$ cat src/rtl/lpc_window_reader_if.sv
// Bundles the buffer read port, window ROM data and windowed-sample stream of
// lpc_window_reader; master is the reader, slave is the buffer/ROM/consumer side.
interface lpc_window_reader_if #(
    parameter int DATA_W = 16,
    parameter int CNT_W  = 8
);
    logic                     frame_done;
    logic signed [DATA_W-1:0] Out_Sample;
    logic        [CNT_W-1:0]  Out_Count;
    logic signed [DATA_W-1:0] win_coef;
    logic signed [DATA_W-1:0] win_sample;
    logic        [CNT_W-1:0]  win_index;
    logic                     win_valid;
    logic                     busy;
    logic                     done;
    logic                     overrun;

    modport master (
        input  frame_done, Out_Sample, win_coef,
        output Out_Count, win_sample, win_index, win_valid, busy, done, overrun
    );

    modport slave (
        output frame_done, Out_Sample, win_coef,
        input  Out_Count, win_sample, win_index, win_valid, busy, done, overrun
    );
endinterface

$ cat src/rtl/lpc_window_reader.sv
// Sweeps the LPC analysis window out of the sample buffer on each frame_done and
// streams Q15-windowed samples (rounded, saturated) with a fixed 2-cycle latency.
module lpc_window_reader #(
    parameter int FRAME_LEN = 240,
    parameter int DATA_W    = 16,
    parameter int CNT_W     = 8
) (
    input logic                 clock,
    input logic                 reset,
    lpc_window_reader_if.master bus
);

    typedef enum logic [1:0] {
        IDLE  = 2'd0,
        SWEEP = 2'd1,
        DRAIN = 2'd2
    } state_t;

    localparam int                      PW       = 2 * DATA_W + 1;
    localparam logic        [CNT_W-1:0] LAST_IDX = CNT_W'(FRAME_LEN - 1);
    localparam logic signed [PW-1:0]    ROUND    = PW'(1 << (DATA_W - 2));
    localparam logic signed [PW-1:0]    SAT_MAX  = PW'((1 << (DATA_W - 1)) - 1);
    localparam logic signed [PW-1:0]    SAT_MIN  = -PW'(1 << (DATA_W - 1));
    localparam logic signed [DATA_W-1:0] OUT_MAX = {1'b0, {(DATA_W - 1){1'b1}}};
    localparam logic signed [DATA_W-1:0] OUT_MIN = {1'b1, {(DATA_W - 1){1'b0}}};

    state_t                   state_q, state_d;
    logic [CNT_W-1:0]         count_q, count_d;
    logic                     drain_q, drain_d;
    logic                     overrun_q, overrun_d;

    logic                     busy;
    logic                     sweeping;

    logic                     v1_q, v1_d;
    logic [CNT_W-1:0]         idx1_q, idx1_d;

    logic signed [2*DATA_W-1:0] product;
    logic signed [PW-1:0]       rounded;
    logic signed [PW-1:0]       shifted;
    logic signed [DATA_W-1:0]   saturated;

    logic signed [DATA_W-1:0] win_sample_q, win_sample_d;
    logic [CNT_W-1:0]         win_index_q, win_index_d;
    logic                     win_valid_q, win_valid_d;
    logic                     done_q, done_d;

    // NOTE: async reset clears the pipeline valid bits too, so an aborted sweep
    // can never leak a stray win_valid or done after reset releases.
    always_ff @(posedge clock or posedge reset) begin
        if (reset) begin
            state_q   <= IDLE;
            count_q   <= '0;
            drain_q   <= 1'b0;
            overrun_q <= 1'b0;
        end else begin
            state_q   <= state_d;
            count_q   <= count_d;
            drain_q   <= drain_d;
            overrun_q <= overrun_d;
        end
    end

    // NOTE: every variable gets a default at the top of the block so no path
    // through the case leaves one unassigned (which would infer a latch).
    always_comb begin
        state_d   = state_q;
        count_d   = count_q;
        drain_d   = drain_q;
        overrun_d = overrun_q | (bus.frame_done && (state_q != IDLE));
        unique case (state_q)
            IDLE: begin
                count_d = '0;
                drain_d = 1'b0;
                if (bus.frame_done) state_d = SWEEP;
            end
            SWEEP: begin
                drain_d = 1'b0;
                if (count_q == LAST_IDX) begin
                    state_d = DRAIN;
                    count_d = '0;
                end else begin
                    count_d = count_q + CNT_W'(1);
                end
            end
            DRAIN: begin
                count_d = '0;
                if (drain_q) state_d = IDLE;
                else         drain_d = 1'b1;
            end
            default: begin
                state_d = IDLE;
                count_d = '0;
                drain_d = 1'b0;
            end
        endcase
    end

    always_comb begin
        busy     = (state_q != IDLE);
        sweeping = (state_q == SWEEP);
    end

    // Stage 1 tracks which index the buffer/ROM data now on the bus belongs to.
    always_comb begin
        v1_d   = sweeping;
        idx1_d = count_q;

        product   = bus.Out_Sample * bus.win_coef;
        rounded   = $signed({product[2*DATA_W-1], product}) + ROUND;
        shifted   = rounded >>> (DATA_W - 1);
        if (shifted > SAT_MAX)      saturated = OUT_MAX;
        else if (shifted < SAT_MIN) saturated = OUT_MIN;
        else                        saturated = shifted[DATA_W-1:0];

        win_valid_d  = v1_q;
        done_d       = v1_q && (idx1_q == LAST_IDX);
        win_sample_d = v1_q ? saturated : win_sample_q;
        win_index_d  = v1_q ? idx1_q    : win_index_q;
    end

    always_ff @(posedge clock or posedge reset) begin
        if (reset) begin
            v1_q         <= 1'b0;
            idx1_q       <= '0;
            win_sample_q <= '0;
            win_index_q  <= '0;
            win_valid_q  <= 1'b0;
            done_q       <= 1'b0;
        end else begin
            v1_q         <= v1_d;
            idx1_q       <= idx1_d;
            win_sample_q <= win_sample_d;
            win_index_q  <= win_index_d;
            win_valid_q  <= win_valid_d;
            done_q       <= done_d;
        end
    end

    assign bus.Out_Count  = count_q;
    assign bus.win_sample = win_sample_q;
    assign bus.win_index  = win_index_q;
    assign bus.win_valid  = win_valid_q;
    assign bus.busy       = busy;
    assign bus.done       = done_q;
    assign bus.overrun    = overrun_q;

endmodule
$ cat src/flat_wrapper.sv
// flat-port wrapper written by rule: the top's interface ports become plain ports
module lpc_window_reader_flat 
#(
    parameter int FRAME_LEN = 240,
    parameter int DATA_W    = 16,
    parameter int CNT_W     = 8
)
  (clock, reset, bus_frame_done, bus_Out_Sample, bus_win_coef, bus_Out_Count, bus_win_sample, bus_win_index, bus_win_valid, bus_busy, bus_done, bus_overrun);
  lpc_window_reader_if #(.DATA_W(DATA_W), .CNT_W(CNT_W)) bus_i ();
  input logic clock;
  input logic reset;
  input wire logic [$bits(bus_i.frame_done)-1:0] bus_frame_done;
  input wire logic [$bits(bus_i.Out_Sample)-1:0] bus_Out_Sample;
  input wire logic [$bits(bus_i.win_coef)-1:0] bus_win_coef;
  output wire logic [$bits(bus_i.Out_Count)-1:0] bus_Out_Count;
  output wire logic [$bits(bus_i.win_sample)-1:0] bus_win_sample;
  output wire logic [$bits(bus_i.win_index)-1:0] bus_win_index;
  output wire logic [$bits(bus_i.win_valid)-1:0] bus_win_valid;
  output wire logic [$bits(bus_i.busy)-1:0] bus_busy;
  output wire logic [$bits(bus_i.done)-1:0] bus_done;
  output wire logic [$bits(bus_i.overrun)-1:0] bus_overrun;
  assign bus_i.frame_done = bus_frame_done;
  assign bus_i.Out_Sample = bus_Out_Sample;
  assign bus_i.win_coef = bus_win_coef;
  assign bus_Out_Count = bus_i.Out_Count;
  assign bus_win_sample = bus_i.win_sample;
  assign bus_win_index = bus_i.win_index;
  assign bus_win_valid = bus_i.win_valid;
  assign bus_busy = bus_i.busy;
  assign bus_done = bus_i.done;
  assign bus_overrun = bus_i.overrun;
  lpc_window_reader #(.FRAME_LEN(FRAME_LEN), .DATA_W(DATA_W), .CNT_W(CNT_W)) u_core (.clock(clock), .reset(reset), .bus(bus_i));
endmodule
$ cat config.mk
export PLATFORM = sky130hd
export DESIGN_NAME = lpc_window_reader_flat
export DESIGN_NICKNAME = d
export VERILOG_FILES = /design/src/rtl/lpc_window_reader_if.sv /design/src/rtl/lpc_window_reader.sv /design/src/flat_wrapper.sv
export SDC_FILE = /design/constraint.sdc
export NUM_CORES = 1
export LEC_CHECK = 0
export CAP_MARGIN = 20
export CORE_AREA = 2 2 139 141
export DETAILED_ROUTE_END_ITERATION = 7
export DIE_AREA = 0 0 141 143
export GPL_TIMING_DRIVEN = 1
export HOLD_SLACK_MARGIN = 0.06
export PLACE_DENSITY = 0.92
export SLEW_MARGIN = 15
export SYNTH_ARGS = -nofsm -noshare
export SYNTH_HDL_FRONTEND = slang
export SYNTH_SLANG_ARGS = --single-unit
$ cat constraint.sdc
create_clock -name clock -period 1.7 [get_ports clock]
set_clock_uncertainty 0.05 [all_clocks]
set_input_delay 0.255 -clock clock [delete_from_list [all_inputs] [get_ports clock]]
set_output_delay 0.255 -clock clock [all_outputs]
set_load 0.005 [all_outputs]
## After elaboration in Yosys (flattened, before gate mapping)

Index checks and enable logic that the tools add are counted.

| storage, ports and cells | value |
|---|---|
| register bits after elaboration | 47 |
| word-level logic and storage cells | 37 |
| input bits | 35 |
| output and inout port bits | 36 |

| operators by class | value |
|---|---|
| bitwise operators | 1 |
| add/subtract/negate cells | 2 |
| multiplexer cells | 9 |
| multiply operators | 1 |
| eq/ne operators | 7 |
| order comparisons | 2 |
| reductions and logical operators | 5 |

Operators with widths:

| kind | count |
|---|---|
| $add A32 B16 Y33 const B | 1 |
| $mul A16 B16 Y32 | 1 |
| $mux W16 | 2 |
| $gt A18 B16 Y1 const B | 1 |
| $lt A18 B16 Y1 const B | 1 |
| $eq A8 B8 Y1 const B | 2 |
| $mux W8 | 2 |
| $add A8 B1 Y8 const B | 1 |
| $mux W2 | 3 |
| $pmux W2 S3 | 1 |
| $ne A2 B2 Y1 const B | 2 |
| $reduce_and A3 Y1 | 1 |
| $eq A2 B1 Y1 const B | 1 |
| $eq A2 B2 Y1 const B | 1 |
| $logic_and A1 B1 Y1 | 2 |
| $logic_not A2 Y1 | 1 |
| $ne A2 B1 Y1 const B | 1 |
| $reduce_bool A2 Y1 | 1 |
| $mux W1 | 1 |
| $or A1 B1 Y1 | 1 |

## Longest topological paths before layout

Gate-level depths: netlist of run 1.

| depth | value |
|---|---|
| depth in word-level cells | 5 |
| gate-level depth with buffers | 25 |
| gate-level depth less buffers | 23 |

## Least setup slack after synthesis of run 1

No wires, ideal clock.

| path | value |
|---|---|
| path kind | input to register |
| from | input port bus_win_coef[1] |
| to | register u_core.win_sample_q[6], in the netlist u_core.bus.win_sample[6] |
| setup time | 0.126 ns |
| required time | 1.524 ns |
| arrival time | 6.318 ns |
| stages | 24 |
| buffers on the path | 3 |
| path slack | -4.794 ns |
| cell sequence | clkbuf_1 -> nand2_1 -> inv_1 -> fa_1 -> inv_1 -> fa_1 -> inv_1 -> fa_1 -> fa_1 -> fa_1 -> inv_1 -> fa_1 -> inv_1 -> ha_1 -> buf_6 -> a211o_1 -> a21oi_2 -> nand2_1 -> or4_1 -> nor3_2 -> a311oi_1 -> o211a_1 -> buf_6 -> a221o_1 |

| on the way | value |
|---|---|
| cells in the longest elaborated chain, start to end | 5 |
| elaborated cells on any way between the ends | 6 |
| classes of those cells | add/sub (1); mul (1); order compare (2); mux (2) |

RTL lines:

| element | RTL line | source |
|---|---|---|
| from (decl) | flat_wrapper.sv:14 | `input wire logic [$bits(bus_i.win_coef)-1:0] bus_win_coef;` |
| $mul A16 B16 Y32 (*) | lpc_window_reader.sv:109 | `product = bus.Out_Sample * bus.win_coef;` |
| $add A32 B16 Y33 (*) | lpc_window_reader.sv:110 | `rounded = $signed({product[2*DATA_W-1], product}) + ROUND;` |
| $lt A18 B16 Y1 | lpc_window_reader.sv:113 | `else if (shifted < SAT_MIN) saturated = OUT_MIN;` |
| $mux W16 | lpc_window_reader.sv:113 |  |
| $mux W16 (*) | lpc_window_reader.sv:112 | `if (shifted > SAT_MAX) saturated = OUT_MAX;` |
| to (signal assigned) | lpc_window_reader.sv:133 | `win_sample_q <= win_sample_d;` |
| to (decl) | lpc_window_reader.sv:43 | `logic signed [DATA_W-1:0] win_sample_q, win_sample_d;` |

Mark *: on every way between the ends. The rest lies on a longest branch, timed or not.
A chain may end at the register's enable or synchronous reset.

## Worst setup path after layout of run 1

| path | value |
|---|---|
| from | input port bus_Out_Sample[15] |
| to | register u_core.win_sample_q[3], in the netlist u_core.bus.win_sample[3] |

| on the way | value |
|---|---|
| cells in the longest elaborated chain, start to end | 5 |
| elaborated cells on any way between the ends | 6 |
| classes of those cells | add/sub (1); mul (1); order compare (2); mux (2) |

RTL lines:

| element | RTL line | source |
|---|---|---|
| from (decl) | flat_wrapper.sv:13 | `input wire logic [$bits(bus_i.Out_Sample)-1:0] bus_Out_Sample;` |
| $mul A16 B16 Y32 (*) | lpc_window_reader.sv:109 |  |
| $add A32 B16 Y33 (*) | lpc_window_reader.sv:110 |  |
| $lt A18 B16 Y1 | lpc_window_reader.sv:113 |  |
| $mux W16 | lpc_window_reader.sv:113 |  |
| $mux W16 (*) | lpc_window_reader.sv:112 |  |

Marks and branches as above.

==> results of run 1 <==
## final timing paths
kind,startpoint,cells past startpoint,to
setup / recovery,bus_Out_Sample[15],24,u_core.bus.win_sample[3]$_DFFE_PP0P_
hold / removal,reset,2,u_core.bus.win_sample[4]$_DFFE_PP0P_
setup reg to reg,u_core.v1_q$_DFF_PP0_,2,u_core.bus.win_sample[3]$_DFFE_PP0P_
hold reg to reg,u_core.bus.Out_Count[7]$_DFF_PP0_,0,u_core.idx1_q[7]$_DFF_PP0_
max in group asynchronous,reset,3,u_core.bus.win_valid$_DFF_PP0_
min in group clock,u_core.bus.Out_Count[7]$_DFF_PP0_,0,u_core.idx1_q[7]$_DFF_PP0_
## worst reg2reg max path, cell delays in order, from the launching register on
cell and delay (ps):
dfrtp_1 670, inv_1 400, a221o_1 480
## per-layer routing
metal / share of wire (%) / track usage, %
met5: 0.11 / 0
met4: 11 / 24.63
met3: 12 / 7.411
met2: 48 / 66.75
met1: 29 / 37.54
## logic make-up (layout without fill, tap and decap cells)
| logic type | after synthesis | count (layout) |
|---|---|---|
| AOI/OAI and AO/OA | 104 | 106 |
| xor gates and xnor gates | 31 | 31 |
| adders and majority gates | 346 | 346 |
| buffers and inverters | 345 | 612 |
| DFF | 47 | 47 |
| muxes | 8 | 8 |
| and+or+nand+nor | 335 | 335 |
## cells in the final DEF (no fill, tap or decap), types with 6 or more instances in the layout
master,n
clkdlybuf4s50_1,38
a21o_1,8
nand3_1,6
o21ai_1,11
nand2_1,133
nand2_2,10
buf_6,29
dlymetal6s2s_1,17
and2_1,103
xor2_1,10
fa_1,235
nor2_1,26
inv_1,279
o211ai_1,6
o21ai_0,7
inv_2,24
a221o_1,15
mux2_2,7
nand2b_1,7
xnor2_1,19
buf_12,15
fa_2,32
a21oi_1,14
and2_4,16
ha_4,18
dfrtp_1,47
buf_4,183
ha_1,60
a21oi_2,8
nand4_1,9
## sequential cells by signal, summed over array words and instances (netlist names)
name / count
u_core.bus.overrun: 1
u_core.bus.win_sample: 16
u_core.v1_q: 1
u_core.drain_q: 1
u_core.bus.win_index: 8
u_core.bus.win_valid: 1
u_core.state_q: 2
u_core.bus.done: 1
u_core.idx1_q: 8
u_core.bus.Out_Count: 8
## metrics by stage
stage | setup TNS [ps] | hold WS [ps]
2_1_floorplan | -68880 | 301.9
3_3_place_gp | -77310 | 368.2
3_5_place_dp | -80270 | 389.2
4_1_cts | -71690 | 191.4
5_1_grt | -77740 | 226.9
6_report | -76560 | 178.1
## final cells by class
type                       instances  share of cell area, %
clock buffer                       7                 0.9992
clock inverter                     1                0.04914
inverter                         307                  7.608
multi-input combinational        826                  64.00
sequential                        47                  7.699
tap                              234                  1.916
timing repair buffer             297                  17.72
## repair_timing
action | CTS | global route
pin swaps | 41 | 90
setup buffers | 20 | 38
setup endpoints to repair | 17 | 17
resized for setup | 78 | 161
gates cloned | 4 | 2
==> impl_metrics.toml, run 1 <==
[floorplanning]
fp-row-count = 50
die_area_um2 = 20160
start_util_pct = 62.30
core_region_area_um2 = 18580
die_w_um = 141
die_h_um = 143
io_pins = 71

[worst_setup_path]
slowest_stage = "fa_2"
critPathTopFamily = "adder cells"
cpMostUsedCell = "fa_1"
cp_cell_sequence = "buf_12 > buf_16 > nand2_8 > inv_6 > fa_2 > inv_2 > fa_2 > inv_4 > fa_1 > fa_1 > fa_1 > inv_2 > fa_1 > inv_2 > ha_4 > a211o_1 > a21oi_2 > buf_4 > a31oi_4 > or3_1 > o211ai_1 > a311oi_4 > a22o_4 > a221o_1"
required_ps = 1820
max_stage_delay_ps = 690
cp-start-kind = "primary input"
worstPathArrival_ps = 6670
worst-path-buf-inv = 8
crit_path_end_kind = "flip-flop"
rrSetupSlack_ps = -20
critPathKind = "primary input to flip-flop"
cp_max_fo = 7

[routing]
ant_nets = 0
wl_um = 42900
drt-initial-drc-count = 1087
wl_per_cell_um = 24.96
drc = 0
vias = 10960
viasPerCell = 6.373
first_pass_iters = 6

[layout]
register_area_um2 = 1176
antenna_cells = 0
post-route-util_pct = 82.22
fin_cells = 1719
nFillCells = 910
drive_above_1_share_pct = 27.21
multi_input_area_um2 = 9778
syn_to_final_growth_pct = 31.99
stdcell_area_um2 = 15280
fin_nets = 1865

[sta]
tightest_slew_ps = 519.5
setup_ws_ps = -4851
final.period_utilization_pct = 385.3
period_needed_ps = 6551
max_slew_margin_pct = 65.37
drv_slew = 0
finalSetupViolCount = 16
final-hold-violation-count = 0
max_freq_ghz = 0.1527
rsz0062_at_grt = "yes"

[yosys]
ys.flop_type = "dfrtp_1"
yosys.area.top_type = "fa_1"
ys_seq_area_share_pct = 10.16
synth-compound-area-share_pct = 6.291
ys_warn_count = 0
synth_xor_area_share_pct = 2.346
synth_top_family_by_area = "adder cells"
syn_area_um2 = 11570
synth.area.top_cells = "fa_1 (46%), dfrtp_1 (10%), inv_1 (10%)"
synth_edf_count = 0
synthSimpleGateAreaFrac_pct = 14.33
post-synth-top-count-cell = "inv_1"
synth_area_per_cell_um2 = 9.519
synth_nets = 1597
synth.mux.area_fraction_pct = 0.7675
synth_seq_cells = 47
yosys.area.top_type_share_pct = 46.18
synth_commonest_cells = "inv_1 (307), fa_1 (267), nand2_1 (146)"
async_reset_ff_share_pct = 100.0
synth.distinct_cells = 51
synthAdderAreaFrac_pct = 54.72
synthCells = 1216

[hold_path]
hold_path_class = "primary input to async pin"

[placement]
place_worst_setup_slack_ps = -5060
place.gp.congestion = 0.8816
dp.cells = 1650
place_area_um2 = 13910
dp_hpwl_um = 25190
io_buffers = 70

[status]
status = "complete, but fails checks"
failed_checks = "setup timing"

[global_routing]
antenna_found_initial = 1
grt_max_degree = 19
overflow = 0
grt_pass1_wl_um = 56530
grtUsageTotal_pct = 36.39
grt_pass1_vias = 11590

[clocking]
numCtsBuffers = 5
clk_pin_slew_ps = 70
cts-root-buf = "clkbuf_16"
cts_tree = "done"
h-tree-depth = 2
ctsHoldBuffers = 0
insertion_delay_ps = 290
cts_max_path_buffers = 2
numClockSinks = 47

[run]
cap_violations = 0
Power of run 1 is not shown: default switching activity piles up to over one toggle a cycle in this logic, so the estimate is an artifact.
==> run 2: changes to the inputs <==
- CTS_CLUSTER_DIAMETER: not set -> 100
==> results of run 2 <==
The final DEF is identical to that of run 1; final timing and power are the same.
Power of run 2 is left out for the same reason.
